===== src/rtl/dma_timing_ctrl.sv =====
// DMA bus timing sequencer: requests the bus, runs S1-S4 transfer cycles with
// wait states, counts words down and ends a service on TC, EOP, single mode or lost HLDA.
module dma_timing_ctrl #(
  parameter int CNT_W = 16
) (
  input  logic             CLK,
  input  logic             RESET,
  input  logic             req_any,
  input  logic [1:0]       grant_ch,
  input  logic [CNT_W-1:0] start_count,
  input  logic             block_mode,
  input  logic [1:0]       xfer_type,
  input  logic             HLDA,
  input  logic             READY,
  input  logic             EOP_N_in,
  output logic             HRQ,
  output logic             validDACK,
  output logic [1:0]       act_ch,
  output logic             AEN,
  output logic             ADSTB,
  output logic             MEMR_N,
  output logic             MEMW_N,
  output logic             IOR_N,
  output logic             IOW_N,
  output logic             EOP_N_out,
  output logic [CNT_W-1:0] cnt_out,
  output logic             done
);

  typedef enum logic [2:0] {SI, S0, S1, S2, S3, SW, S4} state_t;

  state_t state, state_nxt;
  logic   ext_eop;
  logic   is_read, is_write;
  logic   src_on, dst_on;
  logic   tc, end_svc;

  always_comb begin
    state_nxt = state;
    is_read   = (xfer_type == 2'b10);
    is_write  = (xfer_type == 2'b01);
    src_on    = (state == S2) || (state == S3) || (state == SW);
    dst_on    = (state == S3) || (state == SW);
    // TC looks at the count on entry to S4; the decrement lands at the S4 edge
    tc        = (state == S4) && (cnt_out == '0);
    end_svc   = (state == S4) && (tc || ext_eop || !block_mode || !HLDA);

    HRQ       = (state != SI);
    validDACK = (state == S1) || src_on || (state == S4);
    AEN       = validDACK;
    ADSTB     = (state == S1);
    MEMR_N    = !(src_on && is_read);
    IOR_N     = !(src_on && is_write);
    IOW_N     = !(dst_on && is_read);
    MEMW_N    = !(dst_on && is_write);
    EOP_N_out = !tc;

    unique case (state)
      SI: if (req_any) state_nxt = S0;
      S0: begin
        if (HLDA)          state_nxt = S1;
        else if (!req_any) state_nxt = SI;
      end
      S1: state_nxt = S2;
      S2: state_nxt = S3;
      S3: state_nxt = READY ? S4 : SW;
      SW: if (READY) state_nxt = S4;
      S4: state_nxt = end_svc ? SI : S1;
      default: state_nxt = SI;
    endcase
  end

  always_ff @(posedge CLK or posedge RESET) begin
    if (RESET) begin
      state   <= SI;
      act_ch  <= '0;
      cnt_out <= '0;
      ext_eop <= 1'b0;
      done    <= 1'b0;
    end else begin
      state <= state_nxt;
      done  <= end_svc;
      if (state == S0 && HLDA) begin
        act_ch  <= grant_ch;
        cnt_out <= start_count;
        ext_eop <= 1'b0;
      end
      if (src_on && !EOP_N_in)
        ext_eop <= 1'b1;
      if (state == S4) begin
        cnt_out <= cnt_out - CNT_W'(1);
        if (end_svc)
          ext_eop <= 1'b0;
      end
    end
  end

endmodule


===== config.mk =====
export PLATFORM = sky130hd
export DESIGN_NAME = dma_timing_ctrl
export DESIGN_NICKNAME = d
export VERILOG_FILES = /design/src/rtl/dma_timing_ctrl.sv
export SDC_FILE = /design/constraint.sdc
export NUM_CORES = 1
export LEC_CHECK = 0
export ABC_AREA = 1
export CORE_ASPECT_RATIO = 0.6
export CORE_MARGIN = 2
export CORE_UTILIZATION = 47
export CTS_BUF_LIST = sky130_fd_sc_hd__clkbuf_4
export CTS_CLUSTER_SIZE = 25
export DETAILED_ROUTE_END_ITERATION = 12
export PLACE_DENSITY = 0.91
export SLEW_MARGIN = 20
export SYNTH_ARGS = -nofsm -noshare
export SYNTH_HDL_FRONTEND = slang
export SYNTH_SLANG_ARGS = --single-unit

===== constraint.sdc =====
create_clock -name CLK -period 1.9 [get_ports CLK]
set_clock_uncertainty 0.15 [all_clocks]
set_input_delay 0.19 -clock CLK [delete_from_list [all_inputs] [get_ports CLK]]
set_output_delay 0.19 -clock CLK [all_outputs]
set_load 0.005 [all_outputs]

# Word level (Yosys, flattened, before mapping)
# Cells that the tools add are included.
op_classes:
  addsub: 1
  n_reduce_logical: 29
  eq_ne: 11
  muxes: 13
op_table:
  columns: ["cell", "n"]
  rows:
  - ["$mux W16", 2]
  - ["$pmux W3 S7", 1]
  - ["$logic_not A16 Y1", 1]
  - ["$sub A16 B1 Y16 const B", 1]
  - ["$mux W3", 4]
  - ["$eq A3 B3 Y1 const B", 3]
  - ["$logic_and A1 B1 Y1", 8]
  - ["$logic_not A1 Y1", 8]
  - ["$logic_or A1 B1 Y1", 8]
  - ["$eq A3 B2 Y1 const B", 2]
  - ["$mux W1", 4]
  - ["$mux W2", 2]
  - ["$ne A2 B2 Y1 const B", 2]
  - ["$eq A3 B1 Y1 const B", 1]
  - ["$logic_not A3 Y1", 1]
  - ["$ne A3 B3 Y1 const B", 1]
  - ["$reduce_and A3 Y1", 1]
  - ["$reduce_bool A3 Y1", 1]
  - ["$eq A2 B1 Y1 const B", 1]
  - ["$eq A2 B2 Y1 const B", 1]
  - ["$reduce_bool A2 Y1", 1]
totals:
  regBits: 23
  output_inout_bits: 28
  elab_cells: 59

# Depth between registers and ports, before layout
# Gate-level depths: netlist of the first run.
depth:
  depth_word: 8
  mapped_depth: 9

# Least setup slack after synthesis of the first run
# No wires, ideal clock.
synth_path:
  path_type: "register to register"
  startpoint: "reg cnt_out[0]"
  endpoint: "reg cnt_out[10]"
  setup_ns: 0.125
  n_path_buf: 0
  t_arrival_ns: 1.228
  stages_incl_launch_ff: 10
  setup_slack_ns: 0.398
  path_cell_list: "dfrtp_1 > inv_1 > ha_1 > nand2_1 > nor2_1 > nand2_1 > inv_1 > nand3_1 > nand3_1 > nand3_1"
synth_via:
  elab_chain_len: 2
synth_rtl:
  columns: ["element", "line_no", "source"]
  rows:
  - ["from (decl)", "26", "output logic [CNT_W-1:0] cnt_out,"]
  - ["from (signal assigned)", "85", "cnt_out <= start_count;"]
  - ["from (signal assigned)", "91", "cnt_out <= cnt_out - CNT_W'(1);"]
  - ["$sub A16 B1 Y16", "91", null]
  - ["$mux W16", "90", "if (state == S4) begin"]
# No other way between the ends.
# A chain may end at the register's enable or synchronous reset.

# Worst setup path in the final report of the first run
layout_path:
  startpoint: "reg state[0]"
  endpoint: "out EOP_N_out"
layout_via:
  elab_chain_len: 3
layout_rtl:
  columns: ["element", "line_no", "source"]
  rows:
  - ["from (decl)", "32", "state_t state, state_nxt;"]
  - ["from (signal assigned)", "81", "state <= state_nxt;"]
  - ["$eq A3 B3 Y1", "45", "tc = (state == S4) && (cnt_out == '0);"]
  - ["$logic_and A1 B1 Y1", "45", null]
  - ["$logic_not A1 Y1", "56", "EOP_N_out = !tc;"]
  - ["to (decl)", "25", "output logic EOP_N_out,"]
# No other way between the ends.

==> results of run 1 <==
[synthesized netlist by cell type]
library cell               instances  area share, %
sky130_fd_sc_hd__a21boi_1          1           0.48
sky130_fd_sc_hd__a21oi_1           2           0.64
sky130_fd_sc_hd__a21oi_2           1           0.56
sky130_fd_sc_hd__a22oi_1           1           0.48
sky130_fd_sc_hd__a31oi_1           1           0.40
sky130_fd_sc_hd__buf_2             1           0.32
sky130_fd_sc_hd__buf_4             1           0.48
sky130_fd_sc_hd__buf_6             3            2.1
sky130_fd_sc_hd__buf_8             1           0.95
sky130_fd_sc_hd__dfrtp_1          23             37
sky130_fd_sc_hd__ha_1              2            1.6
sky130_fd_sc_hd__inv_1            26            6.2
sky130_fd_sc_hd__inv_2             3           0.72
sky130_fd_sc_hd__inv_4             1           0.40
sky130_fd_sc_hd__nand2_1          71             17
sky130_fd_sc_hd__nand2_2           1           0.40
sky130_fd_sc_hd__nand2_4           1           0.72
sky130_fd_sc_hd__nand3_1          27            8.6
sky130_fd_sc_hd__nand3_2           3            1.9
sky130_fd_sc_hd__nand3_4           1            1.1
sky130_fd_sc_hd__nand3b_1          5            2.4
sky130_fd_sc_hd__nand4_1           3            1.2
sky130_fd_sc_hd__nor2_1           29            6.9
sky130_fd_sc_hd__nor2_2            1           0.40
sky130_fd_sc_hd__o211ai_1          8            3.8
sky130_fd_sc_hd__o21a_1            2           0.95
sky130_fd_sc_hd__o21ai_0           4            1.3
sky130_fd_sc_hd__o21bai_1          1           0.48
sky130_fd_sc_hd__o22ai_1           1           0.40
sky130_fd_sc_hd__o311ai_0          1           0.56
[sequential cells by signal (all words and copies together) (netlist names)]
signal   cells
cnt_out     16
state        3
act_ch       2
done         1
ext_eop      1
[how the worst max path moves through the flow]
| stage | end | from |
|---|---|---|
| finish | EOP_N_out | state[0]$_DFFE_PP0P_ |
| global placement | MEMR_N | state[0]$_DFFE_PP0P_ |
| global route | MEMW_N | state[0]$_DFFE_PP0P_ |
| detailed placement | MEMR_N | state[0]$_DFFE_PP0P_ |
| floorplan | cnt_out[10]$_DFFE_PP0P_ | cnt_out[0]$_DFFE_PP0P_ |
| CTS | validDACK | state[0]$_DFFE_PP0P_ |
[per-layer routing]
metal | up-vias | track usage [%] | wire length [microns] | part of all wire [%]
li1 | 887 | - | - | -
met1 | 873 | 38.6 | 2310 | 45
met2 | 110 | 40.6 | 2310 | 45
met3 | 11 | 7.96 | 470 | 9.1
met4 | 0 | 8.19 | 57 | 1.1
met5 | - | 0 | 0 | 0
[cells in the final DEF, fill, tap and decap left out]
| cell | Yosys | layout |
|---|---|---|
| sky130_fd_sc_hd__a21boi_1 | 1 | 1 |
| sky130_fd_sc_hd__a21oi_1 | 2 | 2 |
| sky130_fd_sc_hd__a21oi_2 | 1 | 1 |
| sky130_fd_sc_hd__a22oi_1 | 1 | 1 |
| sky130_fd_sc_hd__a31oi_1 | 1 | 1 |
| sky130_fd_sc_hd__buf_12 | 0 | 2 |
| sky130_fd_sc_hd__buf_4 | 1 | 24 |
| sky130_fd_sc_hd__buf_6 | 3 | 1 |
| sky130_fd_sc_hd__clkbuf_2 | 0 | 6 |
| sky130_fd_sc_hd__clkbuf_4 | 0 | 4 |
| sky130_fd_sc_hd__clkdlybuf4s50_1 | 0 | 45 |
| sky130_fd_sc_hd__dfrtp_1 | 23 | 21 |
| sky130_fd_sc_hd__dfrtp_2 | 0 | 2 |
| sky130_fd_sc_hd__dlygate4sd2_1 | 0 | 1 |
| sky130_fd_sc_hd__dlymetal6s2s_1 | 0 | 2 |
| sky130_fd_sc_hd__ha_1 | 2 | 2 |
| sky130_fd_sc_hd__inv_1 | 26 | 21 |
| sky130_fd_sc_hd__inv_2 | 3 | 8 |
| sky130_fd_sc_hd__inv_4 | 1 | 1 |
| sky130_fd_sc_hd__nand2_1 | 71 | 67 |
| sky130_fd_sc_hd__nand2_2 | 1 | 5 |
| sky130_fd_sc_hd__nand2_4 | 1 | 1 |
| sky130_fd_sc_hd__nand3_1 | 27 | 25 |
| sky130_fd_sc_hd__nand3_2 | 3 | 5 |
| sky130_fd_sc_hd__nand3_4 | 1 | 1 |
| sky130_fd_sc_hd__nand3b_1 | 5 | 5 |
| sky130_fd_sc_hd__nand4_1 | 3 | 3 |
| sky130_fd_sc_hd__nor2_1 | 29 | 24 |
| sky130_fd_sc_hd__nor2_2 | 1 | 3 |
| sky130_fd_sc_hd__nor2_4 | 0 | 3 |
| sky130_fd_sc_hd__o211ai_1 | 8 | 8 |
| sky130_fd_sc_hd__o21a_1 | 2 | 2 |
| sky130_fd_sc_hd__o21ai_0 | 4 | 4 |
| sky130_fd_sc_hd__o21bai_1 | 1 | 1 |
| sky130_fd_sc_hd__o22ai_1 | 1 | 1 |
| sky130_fd_sc_hd__o311ai_1 | 0 | 1 |
[kinds of logic after synthesis]
logic type	Yosys count
flops	23
compound gates	23
fa+ha+maj	2
buf+inv	36
simple gates	142
[power breakdown]
group	leakage (nW)	switching [mW]	internal (mW)	total, mW
Combinational	0.861	1.21	1.18	2.39
Sequential	0.281	0.205	0.723	0.928
Clock	0.0184	0.155	0.0962	0.251
Total	1.16	1.57	2.00	3.57
[stage by stage]
| step | power [mW] | TNS [ps] | std cells |
|---|---|---|---|
| CTS | 3.39 | -228 | 346 |
| global route | 3.85 | -573 | 350 |
| floorplan | 1.99 | 0 | 226 |
| global placement | 2.91 | 0 | 334 |
| detailed placement | 2.98 | -50.7 | 334 |
| finish | 3.57 | -66.8 | 350 |
[cell type report]
type                       count  area, sq um  area share [%]
clock buffer                   4         30.0            1.25
inverter                      30          115            4.81
multi-input combinational    167          868            36.3
sequential                    23          578            24.2
tap                           45         56.3            2.35
timing repair buffer          81          746            31.2
[critical path, stage by stage (launching register included)]
cell	delay, ps
sky130_fd_sc_hd__dfrtp_1	460
sky130_fd_sc_hd__inv_2	120
sky130_fd_sc_hd__buf_4	150
sky130_fd_sc_hd__nand3_4	70
sky130_fd_sc_hd__buf_4	150
sky130_fd_sc_hd__inv_2	90
sky130_fd_sc_hd__nand3_2	120
sky130_fd_sc_hd__clkbuf_2	140
[what timing repair did]
action	CTS	global route
buffers inserted	8	4
endpoints found under the setup margin	9	12
pin swaps	4	2
gates resized for setup	21	26
cloned	0	0
==> summary by stage, run 1 <==
Route
Dividing the detail-routed via count by the number of cells gives 5.37. The remaining antenna violation count is 0. The DRC violation count after routing is 0.

The overall routed net length is 5.15 mm. The number of DRC violations after detailed-routing iteration 0 is 207. The length of the first detailed-routing pass in iterations is 5. The number of vias after detailed routing is 1,881. Dividing the detail-routed wire length by the instance count gives 14.7 microns.

Clocking
In this run the number of H-tree levels came out at 1. The clock transition at the register clock pins on the worst setup and hold paths after CTS is 140 ps. Counting the buffers created by CTS gives 3. In this run the clock root is driven by a sky130_fd_sc_hd__clkbuf_4. CTS saw 23 sinks.

The clock tree from TritonCTS is done. The count of hold buffers inserted by post-cts repair is 0. The clock passes through at most 2 buffers.

The clock latency at the later pin of the worst-skew pair is 310 ps.

Worst setup path
The classification of the worst setup path is flop to output port. The arrival time of data at the critical path endpoint is 1600 ps. The highest net fanout along the worst path is 3. The required time of the worst setup path is 1560 ps. The worst register-to-register path begins at state[0]$_DFFE_PP0P_.

The worst-case register-to-register setup slack is 60 ps. The capturing point of the worst reg2reg path is cnt_out[10]$_DFFE_PP0P_. The worst register-to-register path has a depth of 11. The capturing element type of the critical path is an output port. STA classifies the critical path startpoint as a flop.

Synth
Of the total synthesized cell area, the portion taken by XOR and XNOR cells is 0%. The total number of yosys warnings is 0. The mean area per synthesized cell is 6.96 sq um. The combinational family with the most area after synthesis is simple AND/OR/NAND/NOR gates.

The flop and latch count out of synthesis is 23. After Yosys synthesis, full adders, half adders and majority gates account for 1.59% of the synthesized area. The count of distinct cell types in the synthesized netlist is 30. The area fraction in compound gates after synthesis is 10.0%.

The multiplexer share of the synthesized area is 0%. In the synthesized netlist, the number of instances is 226. The sequential-to-total area share from yosys stat is 36.6%. Synthesis produced a netlist with a net count of 255. The synthesized-area fraction occupied by and/or/nand/nor cells is 40.6%.

After synthesis the cells add up to 1570 sq um.

STA
The total count of hold-check failures in the final report is 0. The fraction of the cycle the final worst path needs is 102%. The total count of max-transition violations in the final report is 0. Setup violations remaining at the end of the flow were counted as 3. The maximum frequency from static timing analysis is 516 MHz. The tightest hold path in the finished design has a slack of 44.7 ps. The smallest clock period supported by the final layout is computed as 1940 ps.

Headroom to the max-slew limit came out at 79.1%. Setup repair after global routing could not meet its margin everywhere. At the pin with the least slew margin, the transition time is 312 ps.

The worst-case setup margin in the final layout is -36.3 ps.

Floorplan
The core box area is 3220 sq um. The floorplan step set the die height to 48.8 microns. The overall die width is 78.7 microns.

The floorplan has 16 rows. The initial core utilization is 48.8%. The die covers 3840 sq um. The number of ports placed on the die boundary is 55.

Finish
The final standard cell utilization of the core is 74.3%. The number of diodes is 0. The area of all placed cells without fillers is 2390 sq um. From synthesis to final layout, the design area changed by 52.2%. The final net count is 335.

The ratio of cells with drive above 1 in the final layout is 22.0%. The number of inserted filler cells in the final layout is 239.

Global route
Entering global routing, the biggest net connects 24 pins. The global-route usage over all layers is 27.3%. The sum of overflow across all layers after global routing is 0. The number of antenna violations at the first check in global routing is 0. The number of global-route vias before repair is 1,821. The first global-routing pass estimated 8.35 mm of wire.

Place
Before CTS, the worst setup slack after placement is -31.0 ps. The number of buffers inserted by port buffering is 54. Detailed placement finished with a half-perimeter wire length of 3.61 mm. Once placement finished, the instance area stood at 2220 sq um. The last weighted congestion value of the routability-driven placer is 0.896.

Run status
The checks that failed: negative setup slack. The run finished, with violations left.

Pwr
Across the VDD grid, the largest voltage drop is 732 uV. The leakage component of the power is 1.16 nW. The areal power density over the cells is 1490 nW/um^2.

Flow run
Max-cap violations in this run came to 0.

Min path
The tightest min-delay check is of the input pin to async pin type.
No activity file was read; power rests on OpenSTA's default activity.
==> run 2: changes to the inputs <==
- CORE_UTILIZATION: 47 -> 50
- DONT_BUFFER_PORTS: not set -> 1
- PLACE_DENSITY: 0.91 -> 0.73
==> run 2 against run 1 <==
  * The run now ends clean
  * Cell count fell by 16%
  * Sequential power up 15%
  * Die area fell by 5.6%
  * Clock-buffer cell count stayed put
  * Maximum frequency increased by 3.8%
  * Total power down 26%
  * Non-clock buffer count decreased by 52
  * Critical path type is now flop to flop
==> summary by stage, run 2 (same netlist as run 1, synthesis figures left out) <==
Place
The HPWL reported at the end of detailed placement was 2.89 mm (was 3.61 mm). The post-detailed-placement cell area is 1590 sq um (was 2220 sq um). The instance count after placement with tap cells included came to 266 (was 334). The number of buffers inserted by port buffering is 0 (was 54).

The last weighted congestion value of the routability-driven placer is 0.820 (was 0.896).

Worst setup path
The capturing element type of the critical path is a flop (was output port). The combined buffer and inverter count along the critical path is 2 (was 5). The required time of the worst setup path was 2020 ps (was 1560 ps). The highest net fanout along the worst path was 5 (was 3). The family of cells with the greatest summed delay on the critical path is buffers and inverters (unchanged). The startpoint class of the critical path is a flop (unchanged).

The stage delay of the slowest cell on the critical path is 570 ps (was 460 ps). Cell breakdown of the critical path: nor2_4 -> nand2_1 -> inv_1 -> nand2_1 -> a31oi_1 -> dlygate4sd3_1 (was inv_2 -> buf_4 -> nand3_4 -> buf_4 -> inv_2 -> nand3_2 -> clkbuf_2). The arrival time of data at the critical path endpoint is 1990 ps (was 1600 ps). The classification of the worst setup path is flop to flop (was flop to output port).

The cell with the biggest individual delay on the critical path is sky130_fd_sc_hd__dlygate4sd3_1 (was sky130_fd_sc_hd__dfrtp_1). The cell type with the highest occurrence count on the critical path is sky130_fd_sc_hd__nand2_1.

Global route
The sum of overflow across all layers after global routing is 0 (unchanged). The global-route wire length before repair is 6.55 mm (was 8.35 mm). The number of global-route vias before repair is 1,354 (was 1,821). The global-route usage over all layers is 23.8% (was 27.3%).

The maximum number of pins on one net before global-route repair is 24 (unchanged). The number of antenna violations at the first check in global routing is 0 (unchanged).

Route
The number of DRC violations after detailed-routing iteration 0 is 155 (was 207). The DRC violation count after routing is 0 (unchanged). The remaining antenna violation count is 0 (unchanged). The length of the first detailed-routing pass in iterations is 4 (was 5). The number of vias after detailed routing is 1,575 (was 1,881). The overall routed net length came to 4.12 mm (was 5.15 mm). The wire length per cell came to 14.0 microns (was 14.7 microns). The via-per-instance ratio is 5.34 (was 5.37).

STA
The minimum clock period was 1870 ps (was 1940 ps). The relative slew slack is 78.6% (was 79.1%). The total count of hold-check failures in the final report is 0 (unchanged).

The maximum frequency from static timing analysis was 536 MHz (was 516 MHz). The final worst hold slack is 19.4 ps (was 44.7 ps). The total count of max-transition violations in the final report was 0 (unchanged). The fraction of the cycle the final worst path needs is 98.2% (was 102%). The count of endpoints failing setup in the final report is 0 (was 3). The actual slew at the worst max-slew pin is 320 ps (was 312 ps).

Pwr
The areal power density over the cells is 1390 nW/um^2 (was 1490 nW/um^2). The worst IR drop on VDD was 652 uV (was 732 uV). The leakage component of the power came to 0.915 nW (was 1.16 nW).

Clocking
The post-CTS setup buffer count is 0 (was 8). The number of buffers on the longest clock path is 2 (unchanged). The number of levels the H-tree was split into is 1 (unchanged). The clock latency at the later pin of the worst-skew pair was 330 ps (was 310 ps). The clock transition at the register clock pins on the worst setup and hold paths after CTS came to 140 ps (about the same). The CTS buffer count is 3 (unchanged). The clock tree from TritonCTS is done (unchanged). The number of clock sinks is 23 (unchanged). The clock root buffer master is sky130_fd_sc_hd__clkbuf_4 (unchanged).

Floorplan
The core box area is 2930 sq um (was 3220 sq um). The overall die height came to 47.4 microns (was 48.8 microns). The overall die width was 76.4 microns (was 78.7 microns). The number of ports placed on the die boundary was 55 (unchanged). The number of standard-cell rows in the floorplan is 15 (was 16). The die footprint was 3630 sq um (was 3840 sq um).

The initial core utilization was 53.7% (was 48.8%).

Finish
Registers with the most flip-flops: cnt_out (16), state (3), act_ch (2) (unchanged). The final cell count without fillers was 295 (was 350). The layout-stage area growth over the synthesis result is 20.1% (was 52.2%). The final standard cell utilization of the core is 64.5% (was 74.3%). The area of all placed cells without fillers is 1890 sq um (was 2390 sq um). The leading cell type in the layout, fill and taps excluded is sky130_fd_sc_hd__nand2_1 (unchanged).

The ratio of cells with drive above 1 in the final layout is 10.3% (was 22.0%). The number of flip-flops under the largest register name came to 16 (unchanged). The final net count is 283 (was 335). Leading cell types in the layout, fill and taps excluded: 71 x sky130_fd_sc_hd__nand2_1, 27 x sky130_fd_sc_hd__nand3_1, 26 x sky130_fd_sc_hd__nor2_1 (was 67 x sky130_fd_sc_hd__nand2_1, 45 x sky130_fd_sc_hd__clkdlybuf4s50_1, 25 x sky130_fd_sc_hd__nand3_1). The top register by number of flip-flops is cnt_out (unchanged). The number of diodes is 0 (unchanged).

Flow run
The max capacitance violation total is 0 (unchanged).

Min path
The worst min-delay path category is input pin to flop (was input pin to async pin).

Run status
Run status: finished, final reports clean (was finished with violations).
-- run 2: cell types whose count changed in the layout (fill, tap and decap cells not counted), sizes merged --
cell | before | now
buf | 27 | 4
dlymetal6s2s | 2 | 0
dlygate4sd3 | 0 | 25
dlygate4sd2 | 1 | 0
clkdlybuf4s50 | 45 | 0
clkbuf | 10 | 4
-- run 2: area by class of cell --
class                   count  area [sq um]
fillers                   257          1040
multi-input cells         167           833
flip-flops and latches     23           578
repair buffers             29           280
inverters                  30           115
well taps                  42          52.6
clock buffers               4          30.0
-- run 2: worst paths after layout --
| kind | from | end | slack, ps | cells past startpoint |
|---|---|---|---|---|
| min | READY | state[1]$_DFFE_PP0P_ | 20 | 4 |
| min reg2reg | act_ch[0]$_DFFE_PP0P_ | act_ch[0]$_DFFE_PP0P_ | 380 | 2 |
| max reg2reg | state[1]$_DFFE_PP0P_ | state[0]$_DFFE_PP0P_ | 30 | 6 |
| max | state[1]$_DFFE_PP0P_ | state[0]$_DFFE_PP0P_ | 30 | 6 |
| max in group asynchronous | RESET | state[1]$_DFFE_PP0P_ | 1170 | 3 |
| min in group asynchronous | RESET | cnt_out[3]$_DFFE_PP0P_ | 180 | 3 |
-- run 2: through the flow --
stage | TNS, ps | power [mW] | worst slack, ps
2_1_floorplan | 0 | 1.99 | 398
5_1_grt | -26.6 | 2.87 | -11.6
3_3_place_gp | 0 | 2.24 | 301
4_1_cts | 0 | 2.57 | 23.2
3_5_place_dp | 0 | 2.24 | 223
6_report | 0 | 2.62 | 34.9
-- run 2: power breakdown --
group	internal, mW	switching (mW)
clock network	0.0967	0.164
registers	0.722	0.346
logic	0.492	0.803
total	1.31	1.31
-- run 2: metal layers --
metal	vias up	part of all wire [%]	GRT usage (%)
met4	0	0.66	5.09
met2	57	43	35.2
met1	728	50	35.8
li1	786	-	-
met5	-	0	0
met3	4	6.4	6.04
-- run 2: worst min-delay path, cell delays in order --
cell	delay [ps]
sky130_fd_sc_hd__inv_1	70
sky130_fd_sc_hd__nand2_1	90
sky130_fd_sc_hd__nand3b_1	100
sky130_fd_sc_hd__a21oi_2	30
-- run 2: what timing repair did --
| action | in CTS | in global routing |
|---|---|---|
| cloned | 0 | 0 |
| hold buffers | 25 | 0 |
| hold endpoints to repair | 45 | 0 |
| endpoints found under the setup margin | 1 | 7 |
| resized for setup | 1 | 6 |
| pin swaps | 0 | 0 |
==> run 3: changes to the inputs <==
- GPL_TIMING_DRIVEN: not set -> 1
==> results of run 3 <==
The final DEF is identical to that of run 2; final timing and power are the same.
